--- config.mk ---
export PLATFORM = sky130hd
export DESIGN_NAME = pt100_sample_ctrl
export DESIGN_NICKNAME = d
export VERILOG_FILES = /design/src/rtl/pt100_sample_ctrl.sv
export SDC_FILE = /design/constraint.sdc
export NUM_CORES = 1
export LEC_CHECK = 0
export ABC_AREA = 1
export CORE_MARGIN = 8
export CORE_UTILIZATION = 60
export CTS_CLUSTER_DIAMETER = 200
export CTS_CLUSTER_SIZE = 8
export DETAILED_ROUTE_END_ITERATION = 8
export PLACE_DENSITY = 0.84
export REMOVE_ABC_BUFFERS = 1
export SKIP_LAST_GASP = 1
export SYNTH_ARGS = -nofsm -noshare
export SYNTH_HDL_FRONTEND = slang
export SYNTH_SLANG_ARGS = --single-unit
--- constraint.sdc ---
create_clock -name clk_i -period 5 [get_ports clk_i]
set_input_delay 1.5 -clock clk_i [delete_from_list [all_inputs] [get_ports clk_i]]
set_output_delay 1.5 -clock clk_i [all_outputs]
set_load 0.05 [all_outputs]
--- src/rtl/pt100_sample_ctrl.sv ---
// -----------------------------------------------------------------------------
// pt100_sample_ctrl
//
// Purpose:
//   Paces periodic PT100 measurements. Every PERIOD_CYCLES clocks a burst of
//   2^AVG_LOG2 ADC conversions is requested one at a time. Each result is
//   accumulated, and the average is scaled to degrees C as avg*140/1024
//   (0..139 C). The result is presented on temp_o with a one-cycle
//   temp_valid_o pulse.
//
// Ports:
//   clk_i         in   1        system clock, rising edge
//   rst_n_i       in   1        asynchronous active-low reset
//   enable_i      in   1        1 = run periodic measurements, 0 = abort to IDLE
//   adc_start_o   out  1        one-cycle conversion request
//   adc_done_i    in   1        one-cycle conversion-complete pulse
//   adc_data_i    in   ADC_RES  conversion result, valid with adc_done_i
//   temp_o        out  8        last averaged temperature (C)
//   temp_valid_o  out  1        one-cycle pulse when temp_o updates
//   busy_o        out  1        burst in progress (START/WAIT_DONE/CONVERT)
//   err_o         out  1        sticky ADC timeout flag, cleared by enable_i=0
//   overtemp_o    out  1        over-temperature alarm
//
// Build option:
//   OVERTEMP_HYST_EN  when defined, overtemp_o sets when a new temperature is
//                     >= ALARM_HI and clears when a new temperature is
//                     <= ALARM_LO. Otherwise overtemp_o = (temp_o >= ALARM_HI).
// -----------------------------------------------------------------------------
module pt100_sample_ctrl #(
    parameter int unsigned ADC_RES        = 10,
    parameter int unsigned AVG_LOG2       = 2,
    parameter int unsigned PERIOD_CYCLES  = 50000,
    parameter int unsigned TIMEOUT_CYCLES = 1024,
    parameter int unsigned ALARM_HI       = 100,
    parameter int unsigned ALARM_LO       = 95
) (
    input  logic               clk_i,
    input  logic               rst_n_i,
    input  logic               enable_i,
    output logic               adc_start_o,
    input  logic               adc_done_i,
    input  logic [ADC_RES-1:0] adc_data_i,
    output logic [7:0]         temp_o,
    output logic               temp_valid_o,
    output logic               busy_o,
    output logic               err_o,
    output logic               overtemp_o
);

    localparam int unsigned PER_W  = (PERIOD_CYCLES > 1) ? $clog2(PERIOD_CYCLES) : 1;
    localparam int unsigned TO_W   = (TIMEOUT_CYCLES > 1) ? $clog2(TIMEOUT_CYCLES) : 1;
    localparam int unsigned SCNT_W = AVG_LOG2 + 1;
    localparam int unsigned ACC_W  = ADC_RES + AVG_LOG2;
    localparam int unsigned PROD_W = ADC_RES + 8;

    // Elaboration-time parameter sanity checks.
    if (AVG_LOG2 > 4) begin : g_bad_avg
        $error("pt100_sample_ctrl: AVG_LOG2 must be 0..4");
    end
    if (PERIOD_CYCLES < 2) begin : g_bad_period
        $error("pt100_sample_ctrl: PERIOD_CYCLES must be >= 2");
    end
    if (ALARM_LO > ALARM_HI) begin : g_bad_alarm
        $error("pt100_sample_ctrl: ALARM_LO must be <= ALARM_HI");
    end

    typedef enum logic [2:0] {
        ST_IDLE      = 3'd0,
        ST_WAIT_TICK = 3'd1,
        ST_START     = 3'd2,
        ST_WAIT_DONE = 3'd3,
        ST_CONVERT   = 3'd4
    } state_t;

    state_t              state_q, state_d;
    logic [PER_W-1:0]    period_q, period_d;
    logic [TO_W-1:0]     tmo_q, tmo_d;
    logic [SCNT_W-1:0]   scnt_q, scnt_d;
    logic [ACC_W-1:0]    acc_q, acc_d;
    logic [7:0]          temp_q, temp_d;
    logic                err_q, err_d;
`ifdef OVERTEMP_HYST_EN
    logic                ot_q, ot_d;
`endif

    logic                tick;
    logic [ACC_W-1:0]    sum;
    logic [ADC_RES-1:0]  avg;
    logic [PROD_W-1:0]   prod;
    logic [7:0]          new_temp;

    // Datapath for the sample that completes a burst: the scaled value is
    // registered on the same edge that enters CONVERT, so temp_o and
    // temp_valid_o appear together one cycle after the last adc_done_i.
    always_comb begin
        sum      = acc_q + ACC_W'(adc_data_i);
        avg      = ADC_RES'(sum >> AVG_LOG2);
        prod     = PROD_W'(avg) * PROD_W'(140);
        new_temp = 8'(prod >> ADC_RES);
    end

    assign tick = (period_q == PER_W'(PERIOD_CYCLES - 1));

    always_comb begin
        state_d  = state_q;
        // The period counter free-runs outside IDLE so burst starts stay
        // exactly PERIOD_CYCLES apart; ticks seen while busy are dropped.
        period_d = tick ? '0 : period_q + PER_W'(1);
        tmo_d    = tmo_q;
        scnt_d   = scnt_q;
        acc_d    = acc_q;
        temp_d   = temp_q;
        err_d    = err_q;
`ifdef OVERTEMP_HYST_EN
        ot_d     = ot_q;
`endif

        if (!enable_i) begin
            // Abort from any state; temp_o (and the alarm) are held.
            state_d  = ST_IDLE;
            period_d = '0;
            tmo_d    = '0;
            scnt_d   = '0;
            acc_d    = '0;
            err_d    = 1'b0;
        end else begin
            unique case (state_q)
                ST_IDLE: begin
                    period_d = '0;
                    state_d  = ST_WAIT_TICK;
                end
                ST_WAIT_TICK: begin
                    if (tick) begin
                        state_d = ST_START;
                    end
                end
                ST_START: begin
                    tmo_d   = '0;
                    state_d = ST_WAIT_DONE;
                end
                ST_WAIT_DONE: begin
                    if (adc_done_i) begin
                        if (scnt_q == SCNT_W'((1 << AVG_LOG2) - 1)) begin
                            scnt_d  = '0;
                            acc_d   = '0;
                            temp_d  = new_temp;
`ifdef OVERTEMP_HYST_EN
                            if (new_temp >= 8'(ALARM_HI)) begin
                                ot_d = 1'b1;
                            end else if (new_temp <= 8'(ALARM_LO)) begin
                                ot_d = 1'b0;
                            end
`endif
                            state_d = ST_CONVERT;
                        end else begin
                            scnt_d  = scnt_q + SCNT_W'(1);
                            acc_d   = sum;
                            state_d = ST_START;
                        end
                    end else if (tmo_q == TO_W'(TIMEOUT_CYCLES - 1)) begin
                        // ADC never answered: drop the partial burst.
                        err_d   = 1'b1;
                        scnt_d  = '0;
                        acc_d   = '0;
                        state_d = ST_WAIT_TICK;
                    end else begin
                        tmo_d = tmo_q + TO_W'(1);
                    end
                end
                ST_CONVERT: begin
                    state_d = ST_WAIT_TICK;
                end
                default: begin
                    state_d = ST_IDLE;
                end
            endcase
        end
    end

    always_ff @(posedge clk_i or negedge rst_n_i) begin
        if (!rst_n_i) begin
            state_q  <= ST_IDLE;
            period_q <= '0;
            tmo_q    <= '0;
            scnt_q   <= '0;
            acc_q    <= '0;
            temp_q   <= '0;
            err_q    <= 1'b0;
`ifdef OVERTEMP_HYST_EN
            ot_q     <= 1'b0;
`endif
        end else begin
            state_q  <= state_d;
            period_q <= period_d;
            tmo_q    <= tmo_d;
            scnt_q   <= scnt_d;
            acc_q    <= acc_d;
            temp_q   <= temp_d;
            err_q    <= err_d;
`ifdef OVERTEMP_HYST_EN
            ot_q     <= ot_d;
`endif
        end
    end

    assign adc_start_o  = (state_q == ST_START);
    assign temp_valid_o = (state_q == ST_CONVERT);
    assign busy_o       = (state_q == ST_START) || (state_q == ST_WAIT_DONE) ||
                          (state_q == ST_CONVERT);
    assign temp_o       = temp_q;
    assign err_o        = err_q;
`ifdef OVERTEMP_HYST_EN
    assign overtemp_o   = ot_q;
`else
    assign overtemp_o   = (temp_q >= 8'(ALARM_HI));
`endif

endmodule

==> impl_metrics.py, run 1 <==
metrics = {
    "critical_path": {
        "end_kind": "flop",
        "crit_buf_inv": 4,
        "worst_ep_required_time_ns": 5.27,
        "r2r_start": "acc_q[0]",
        "path_delay_family": "adder cells",
        "cp.arrival_ns": 5.31,
        "worst-r2r-cell-count": 22,
        "path_cells": "dlygate4sd2_1 > ha_2 > fa_2 > nand3_2 > nand3_2 > nand2_2 > nand2_2 > buf_4 > xnor2_4 > inv_2 > ha_1 > ha_2 > fa_1 > ha_4 > buf_4 > nand2_1 > nor2_2 > nand3_2 > nand2_2 > nand2_1 > nand2_1 > nand3_1 > nand2_1",
        "rr_endpoint": "temp_o[6]",
        "crit_slowest_cell": "fa_1",
        "cpPeakStageDelay_ns": 0.49,
        "start_kind": "primary input",
        "cp_max_fo": 3,
        "r2r_slack_ns": 0.95,
        "crit_type": "primary input to flop",
        "crit_top_cell": "nand2_1",
    },
    "synth": {
        "synth_ff_type": "dfrtp_1",
        "post-synth-top-count-cell": "nand2_1",
        "syn_area_per_cell_um2": 7.418,
        "synth_edf_count": 0,
        "ys_seq_area_frac": 0.3348,
        "ys_seq_elements": 53,
        "synth.top_cells.by_area": "dfrtp_1 33%, nand2_1 14%, ha_1 12%",
        "synth_commonest_cells": "152 x nand2_1, 75 x inv_1, 53 x dfrtp_1, 49 x nand3_1",
        "synth_cell_types": 39,
        "yosys.area.top_type": "dfrtp_1",
        "syn_inst": 534,
        "synth_top_area_frac": 0.3348,
        "yosys_warnings": 0,
        "syn-cell-area_um2": 3961,
        "async_flop_share": 1.000,
    },
    "drt": {
        "post_drt_wl_per_cell_um": 17.24,
        "drt_iter0_drc": 322,
        "drcViolationCount": 0,
        "ant_nets": 0,
        "totalWireLength_um": 12120,
        "drt_pass1_iterations": 4,
        "vias_per_cell": 5.822,
        "num_vias": 4093,
    },
    "placement": {
        "io_buffers": 26,
        "placedInstanceArea_um2": 4663,
        "dp_hpwl_um": 7284,
        "gp_congestion": 0.9547,
        "dp.cells": 682,
    },
    "layout": {
        "final_cell_area_um2": 5249,
        "area_growth_pct": 32.50,
        "final_cells": 703,
        "diodes": 0,
        "fill_cells": 381,
        "final_nets": 684,
        "drive_above_1_share": 0.2348,
        "ff_latch_area_um2": 1326,
        "multi_input_area_um2": 2685,
    },
    "timing": {
        "min_period_over_period": 1.007,
        "relSlewSlack": 0.2632,
        "skew_ns": 0.008061,
        "tightest_slew_ns": 1.105,
        "final_max_slew_viol_count": 0,
        "fin_crit_ns": 5.033,
        "setup_ws_ns": -0.03346,
        "max_freq_mhz": 198.7,
        "hold_viol_final": 0,
        "tns_ns": -0.04747,
        "setup_viol": 3,
    },
    "floorplan": {
        "die-area_um2": 9459,
        "floorplan.initialDensity": 0.6203,
        "die_x_um": 97.26,
        "core_area_um2": 6386,
        "pin_count": 27,
        "rows": 29,
        "die_y_um": 97.26,
    },
    "global_route": {
        "antenna_found_initial": 0,
        "grt_overflow": 0,
        "grt_max_degree": 54,
        "grt_pass1_wl_um": 17570,
        "grt_pass1_vias": 3971,
        "grt_usage": 0.2193,
    },
    "clock_tree": {
        "max-clock-path-buffers": 2,
        "htreeDepth": 2,
        "clock_latency_ns": 0.33,
        "ctsRootBufferMaster": "clkbuf_8",
        "cts_buffers": 5,
        "cts_tree": "built",
        "path_clk_slew_ns": 0.11,
        "cts.sinks": 53,
    },
    "hold_path": {
        "whs_endpoint": "scnt_q[1]",
        "hp-start": "scnt_q[1]",
        "hp-class": "flop to flop",
        "min_path_cells": 2,
    },
    "power": {
        "powerDensity_nw_per_um2": 409.3,
        "max-vdd-ir-drop_uv": 518.3,
        "fin_total_pwr_w": 0.002149,
        "static-leakage-power_nw": 2.749,
    },
    "run_status": {
        "violations": "setup timing",
        "status": "finished with violations",
    },
    "job": {
        "cap_violations": 0,
    },
}
report_power, final:
group / switching (W) / total [W] / leakage [nW] / internal, W
sequential: 0.0000290 / 0.000485 / 0.732 / 0.000456
combinational: 0.000786 / 0.00139 / 1.98 / 0.000607
clock: 0.000168 / 0.000270 / 0.0423 / 0.000102
total: 0.000983 / 0.00215 / 2.75 / 0.00117
state kept, by name, indices dropped and copies added, names as in the netlist:
| name | count |
|---|---|
| err_o | 1 |
| state_q | 3 |
| acc_q | 12 |
| temp_o | 8 |
| scnt_q | 3 |
| tmo_q | 10 |
| period_q | 16 |
timing repair:
item                       CTS  global route
resized for setup           37            40
setup endpoints to repair    8             8
buffers inserted             9             4
hold endpoints to repair     0             0
pin swaps                   27            20
hold buffers                 0             0
placed cells by master (no fill, tap or decap), drive strengths merged, types with 2 or more instances in the layout:
| cell | count |
|---|---|
| a21o | 4 |
| a21oi | 24 |
| a31oi | 3 |
| buf | 65 |
| clkbuf | 5 |
| clkdlybuf4s50 | 15 |
| clkinvlp | 2 |
| dfrtp | 53 |
| dlymetal6s2s | 9 |
| fa | 6 |
| ha | 39 |
| inv | 77 |
| nand2 | 155 |
| nand3 | 50 |
| nand4 | 8 |
| nor2 | 42 |
| nor3 | 18 |
| nor3b | 3 |
| nor4 | 4 |
| o21ai | 15 |
| o21bai | 4 |
| o22ai | 2 |
| or2 | 3 |
| xnor2 | 7 |
| xor2 | 6 |
logic make-up (layout without fill, tap and decap cells):
group / after synthesis / after routing / synth area share
compound gates: 56 / 56 / 0.08339
simple gates: 284 / 284 / 0.3168
xor+xnor: 13 / 13 / 0.02874
mux: 1 / 1 / 0.002527
flops: 53 / 53 / 0.3348
buf+inv: 82 / 174 / 0.08023
fa+ha+maj: 45 / 45 / 0.1535
final cells by class:
| class | instances | area share |
|---|---|---|
| Inverter | 76 | 0.05435 |
| Tap cell | 77 | 0.01836 |
| Clock buffer | 5 | 0.01311 |
| Timing Repair Buffer | 90 | 0.1449 |
| Sequential cell | 53 | 0.2527 |
| Clock inverter | 3 | 0.005006 |
| Multi-Input combinational cell | 399 | 0.5116 |
worst max-delay path by stage:
| stage | cells after the start | from | to |
|---|---|---|---|
| 2_1_floorplan | 21 | adc_data_i[0] | temp_o[4] |
| 3_3_place_gp | 22 | adc_data_i[0] | temp_o[6] |
| 3_5_place_dp | 22 | adc_data_i[0] | temp_o[6] |
| 4_1_cts | 21 | adc_data_i[2] | temp_o[6] |
| 5_1_grt | 22 | adc_data_i[0] | temp_o[6] |
| 6_report | 23 | adc_data_i[0] | temp_o[6] |
stage by stage:
step / util / hold WS [ns] / setup WS, ns
finish: 0.8219 / 0.5026 / -0.03346
global route: 0.8219 / 0.5234 / -0.1403
CTS: 0.7843 / 0.4931 / 0.03439
detailed placement: 0.7302 / 0.4672 / -0.6950
global placement: 0.7302 / 0.4556 / -0.5448
floorplan: - / 0.4329 / -0.07161
tightest hold or removal path: cells and delay by family, from the launching register on:
kind / cells / cell delay (ns)
flops: 1 / 0.37
simple gates: 2 / 0.11
layer usage:
layer  wire length, um  vias up  track usage
li1                  -     1925            -
met1              4610     1939       0.2454
met2              6294      167       0.3984
met3               651       62      0.03770
met4               560        0      0.09207
met5                 0        -            0
No activity file was read; power rests on OpenSTA's default activity.
==> run 2: changes to the inputs <==
- CORE_UTILIZATION: 60 -> 27
- PLACE_DENSITY: 0.84 -> 0.46
- TNS_END_PERCENT: default -> 30
==> impl_metrics.py, run 2 (synthesized netlist as in run 1, its figures left out) <==
metrics = {
    "timing": {
        "fin_crit_ns": 4.839,
        "skew_ns": 0.01043,
        "min_period_over_period": 0.9679,
        "tightest_slew_ns": 0.9470,
        "rsz0062_at_grt": "true",
        "setup_viol": 0,
        "final_max_slew_viol_count": 0,
        "relSlewSlack": 0.3687,
        "tns_ns": 0,
        "max_freq_mhz": 206.6,
        "hold_viol_final": 0,
    },
    "hold_path": {
        "hp-class": "flop to flop",
        "min_path_cells": 1,
    },
    "floorplan": {
        "die-area_um2": 18800,
        "rows": 44,
        "die_x_um": 137.1,
        "pin_count": 27,
        "die_y_um": 137.1,
        "core_area_um2": 14420,
        "floorplan.initialDensity": 0.2746,
    },
    "critical_path": {
        "crit_slowest_cell": "clkdlybuf4s50_1",
        "end_kind": "flop",
        "start_kind": "primary input",
        "path_cells": "clkdlybuf4s50_1 > ha_4 > nand2_1 > nand2_1 > o21bai_2 > xor2_2 > buf_4 > ha_1 > ha_1 > inv_2 > fa_1 > inv_2 > ha_4 > buf_4 > nand2_1 > nor2_1 > nand2_1 > nand2_2 > nand2_2 > nand2_1 > nand2_1 > nand3_1 > nand2_1",
        "cp_max_fo": 4,
        "crit_top_cell": "nand2_1",
        "crit_cells": 23,
        "cp.arrival_ns": 5.05,
        "worst-r2r-cell-count": 24,
        "cpPeakStageDelay_ns": 0.53,
        "path_delay_family": "adder cells",
        "worst_ep_required_time_ns": 5.21,
        "crit_buf_inv": 5,
        "crit_type": "primary input to flop",
    },
    "global_route": {
        "grt_max_degree": 31,
        "grt_pass1_wl_um": 17320,
        "grt_overflow": 0,
        "grt_usage": 0.1134,
        "grt_pass1_vias": 3721,
        "antenna_found_initial": 0,
    },
    "layout": {
        "drive_above_1_share": 0.2404,
        "final_common_cell": "nand2_1",
        "diodes": 0,
        "final_cell_mix": "142 x nand2_1, 72 x inv_1, 65 x buf_4, 53 x dfrtp_1, 43 x nand3_1",
        "reg_top3": "period_q (16), acc_q (12), tmo_q (10)",
        "final_nets": 686,
        "regMostFlops": "period_q",
        "fill_cells": 1511,
        "largest_reg_flops": 16,
        "area_growth_pct": 38.12,
    },
    "drt": {
        "ant_nets": 0,
        "totalWireLength_um": 10120,
        "drt_iter0_drc": 221,
        "vias_per_cell": 4.562,
        "post_drt_wl_per_cell_um": 12.47,
        "drcViolationCount": 0,
        "drt_pass1_iterations": 4,
        "num_vias": 3704,
    },
    "placement": {
        "io_buffers": 26,
        "dp_hpwl_um": 7771,
        "gp_congestion": 0.7847,
    },
    "power": {
        "intPower_w": 0.001281,
        "powerDensity_nw_per_um2": 404.9,
        "pwr-share-comb": 0.611,
        "max-vdd-ir-drop_uv": 245.2,
        "power_frac_clock": 0.171,
        "static-leakage-power_nw": 2.753,
        "p_sw_frac": 0.4215,
        "fin_total_pwr_w": 0.002215,
        "p_seq_frac": 0.218,
        "p_switching_w": 0.0009338,
    },
    "clock_tree": {
        "clock_latency_ns": 0.31,
        "ctsRootBufferMaster": "clkbuf_16",
        "cts_tree": "built",
        "cts_buffers": 5,
        "hold_buffers": 0,
        "cts.sinks": 53,
        "max-clock-path-buffers": 2,
        "path_clk_slew_ns": 0.08,
        "htreeDepth": 2,
    },
    "run_status": {
        "status": "complete, no violations",
    },
    "job": {
        "cap_violations": 0,
    },
}
==> run 2: path summary, 6_finish.rpt <==
check	startpoint	slack [ns]	endpoint
max in group asynchronous	rst_n_i	3.01	period_q[7]
worst min-delay path	period_q[0]	0.47	period_q[0]
worst min register to register	period_q[0]	0.47	period_q[0]
worst max-delay path	adc_data_i[8]	0.16	temp_o[4]
worst max register to register	acc_q[0]	1.20	temp_o[4]
min in group asynchronous	rst_n_i	1.19	tmo_q[3]
==> run 2: power by group through the flow <==
stage | sequential, W | combinational [W] | clock [W]
finish | 0.000482 | 0.00135 | 0.000379
floorplan | 0.000498 | 0.000663 | 0
global placement | 0.000486 | 0.00110 | 0
global route | 0.000486 | 0.00153 | 0.000403
CTS | 0.000479 | 0.00127 | 0.000391
detailed placement | 0.000487 | 0.00110 | 0
==> run 2: layout make-up <==
cell class                 instances  area, um2  share of cell area
clock buffer                       5      125.1             0.02287
clock inverter                     3      26.28            0.004802
inverter                          76      285.3             0.05214
multi-input combinational        399       2710              0.4953
sequential                        53       1326              0.2424
tap                              184      230.2             0.04208
timing repair buffer              92      768.2              0.1404
==> run 2: repair_timing <==
action                                  in CTS  in global routing
endpoints found under the setup margin       8                  8
setup buffers                                5                  1
resized for setup                           37                 38
pin swaps                                   24                 28
gates cloned                                 0                  0
==> run 2: metal layers <==
layer	vias up	GRT usage	wire length, um
met4	0	0.03138	103
met3	8	0.01982	283
met1	1731	0.1418	4819
met5	-	0	0
li1	1924	-	-
met2	41	0.1954	4917
==> run 2: per-stage QoR <==
stage	cells	worst slack, ns	hold slack [ns]	area [um2]	util
floorplan	528	-0.07161	0.4329	3929	-
global placement	798	-0.6305	0.4463	4865	0.3373
detailed placement	798	-0.7120	0.4644	4865	0.3373
CTS	811	-0.03635	0.4754	5225	0.3622
global route	812	-0.03466	0.4926	5472	0.3793
finish	812	0.1605	0.4685	5472	0.3793
==> run 3: changes to the inputs <==
- CORE_ASPECT_RATIO: default -> 0.6
==> impl_metrics.py, run 3 (synthesized netlist as in run 1, its figures left out) <==
metrics = {
    "run_status": {
        "status": "complete, no violations",
    },
    "floorplan": {
        "die_x_um": 172.4,
        "die_y_um": 109.8,
        "pin_count": 27,
        "core_area_um2": 14420,
        "die-area_um2": 18930,
        "rows": 34,
        "floorplan.initialDensity": 0.2747,
    },
    "global_route": {
        "grt_usage": 0.1233,
        "grt_overflow": 0,
        "grt_pass1_wl_um": 18450,
        "grt_max_degree": 32,
        "antenna_found_initial": 0,
        "grt_pass1_vias": 3695,
    },
    "critical_path": {
        "cp.arrival_ns": 4.99,
        "start_kind": "primary input",
        "worst_ep_required_time_ns": 5.19,
        "crit_top_cell": "buf_4",
        "path_cells": "dlygate4sd2_1 > ha_4 > a21oi_1 > nand2_2 > a21oi_2 > buf_4 > buf_4 > xor2_4 > buf_4 > ha_1 > ha_1 > fa_1 > ha_4 > buf_4 > nand2_1 > nor2_2 > nand3_1 > nand2_2 > nand3_2 > nand3_1 > nand2_1",
        "end_kind": "flop",
        "crit_slowest_cell": "fa_1",
        "path_delay_family": "adder cells",
        "cp_max_fo": 3,
        "cpPeakStageDelay_ns": 0.49,
        "crit_type": "primary input to flop",
        "crit_buf_inv": 5,
    },
    "drt": {
        "post_drt_wl_per_cell_um": 13.37,
        "vias_per_cell": 4.479,
        "ant_nets": 0,
        "drcViolationCount": 0,
        "totalWireLength_um": 11080,
        "drt_pass1_iterations": 4,
        "num_vias": 3713,
        "drt_iter0_drc": 195,
    },
    "power": {
        "p_switching_w": 0.0009936,
        "static-leakage-power_nw": 2.788,
        "power_frac_clock": 0.173,
        "intPower_w": 0.001397,
        "fin_total_pwr_w": 0.002390,
        "max-vdd-ir-drop_uv": 202.9,
        "powerDensity_nw_per_um2": 428.4,
        "p_seq_frac": 0.202,
        "p_sw_frac": 0.4156,
        "pwr-share-comb": 0.625,
    },
    "timing": {
        "min_period_over_period": 0.9607,
        "fin_hold_ws_ns": 0.4610,
        "skew_ns": 0.01165,
        "setup_viol": 0,
        "relSlewSlack": 0.4668,
        "final_max_slew_viol_count": 0,
        "tightest_slew_ns": 0.7974,
        "max_freq_mhz": 208.2,
        "hold_viol_final": 0,
        "fin_crit_ns": 4.803,
    },
    "clock_tree": {
        "max-clock-path-buffers": 2,
        "ctsRootBufferMaster": "clkbuf_16",
        "cts_buffers": 5,
        "path_clk_slew_ns": 0.07,
        "cts_tree": "built",
        "cts.sinks": 53,
        "htreeDepth": 2,
        "clock_latency_ns": 0.31,
    },
    "placement": {
        "gp_congestion": 0.8061,
        "dp_hpwl_um": 8333,
        "io_buffers": 26,
    },
    "layout": {
        "final_cell_mix": "139 x nand2_1, 72 x inv_1, 67 x buf_4, 53 x dfrtp_1, 43 x nand3_1",
        "reg_top3": "period_q (16), acc_q (12), tmo_q (10)",
        "final_common_cell": "nand2_1",
        "final_nets": 689,
        "drive_above_1_share": 0.2472,
        "area_growth_pct": 40.87,
        "fill_cells": 1477,
        "largest_reg_flops": 16,
        "regMostFlops": "period_q",
        "diodes": 0,
    },
    "hold_path": {
        "hp-class": "flop to flop",
    },
    "job": {
        "cap_violations": 0,
    },
}
run 3: area by class of cell:
cell class | instances | area (um2) | share of cell area
Inverter | 76 | 285.3 | 0.05112
Clock buffer | 5 | 125.1 | 0.02242
Tap cell | 198 | 247.7 | 0.04439
Clock inverter | 3 | 46.29 | 0.008296
Sequential cell | 53 | 1326 | 0.2377
Timing Repair Buffer | 95 | 785.8 | 0.1408
Multi-Input combinational cell | 399 | 2764 | 0.4953
run 3: power by group through the flow:
stage	Sequential [W]	Clock (W)	Combinational (W)
floorplan	0.000498	0	0.000663
global placement	0.000487	0	0.00114
detailed placement	0.000488	0	0.00114
CTS	0.000481	0.000432	0.00137
global route	0.000488	0.000448	0.00166
finish	0.000483	0.000413	0.00149
run 3: final timing paths:
check	start	to	slack [ns]	cells past startpoint
hold reg to reg	period_q[0]	period_q[0]	0.46	1
min in group asynchronous	rst_n_i	tmo_q[1]	1.20	1
hold / removal	period_q[0]	period_q[0]	0.46	1
setup reg to reg	acc_q[0]	temp_o[4]	1.13	24
setup / recovery	adc_data_i[6]	temp_o[6]	0.20	21
max in group asynchronous	rst_n_i	temp_o[1]	2.94	2
run 3: through the flow:
stage	cells	cell area [um2]	setup TNS (ns)	utilization	worst slack, ns
after floorplan	528	3929	-0.2098	-	-0.07161
after global placement	813	4890	-5.531	0.3391	-0.7297
final	829	5580	0	0.3870	0.1965
after global routing	829	5580	-0.07320	0.3870	-0.02160
after detailed placement	813	4890	-5.907	0.3391	-0.7913
after CTS	825	5323	-0.04318	0.3691	-0.02245
run 3: worst register-to-register path, cell delays in order, from the launching register on:
cell	delay (ns)
dfrtp_1	0.41
ha_4	0.18
fa_2	0.35
nand3_2	0.08
nand3_2	0.08
nand2_2	0.08
nand2_2	0.06
a31oi_4	0.19
xnor2_4	0.19
ha_4	0.25
ha_1	0.27
inv_1	0.05
fa_1	0.52
inv_2	0.05
ha_4	0.27
buf_4	0.10
nand2_1	0.07
nor2_1	0.10
nand2_1	0.07
nand2_2	0.10
nand2_2	0.06
nand2_1	0.05
nand2_1	0.05
nand3_2	0.07
nand2_1	0.05
run 3: layer usage:
metal,GRT usage,vias to the layer above,wire [um]
met5,0,-,0
met4,0.02939,0,108
met1,0.1894,1719,6369
met3,0.02402,7,424
li1,-,1934,-
met2,0.1711,53,4179
run 3: repair_timing:
item	4_1_cts	5_1_grt
setup buffers	4	4
hold buffers	0	0
setup endpoints to repair	8	8
gates resized for setup	46	43
pin swaps	32	27
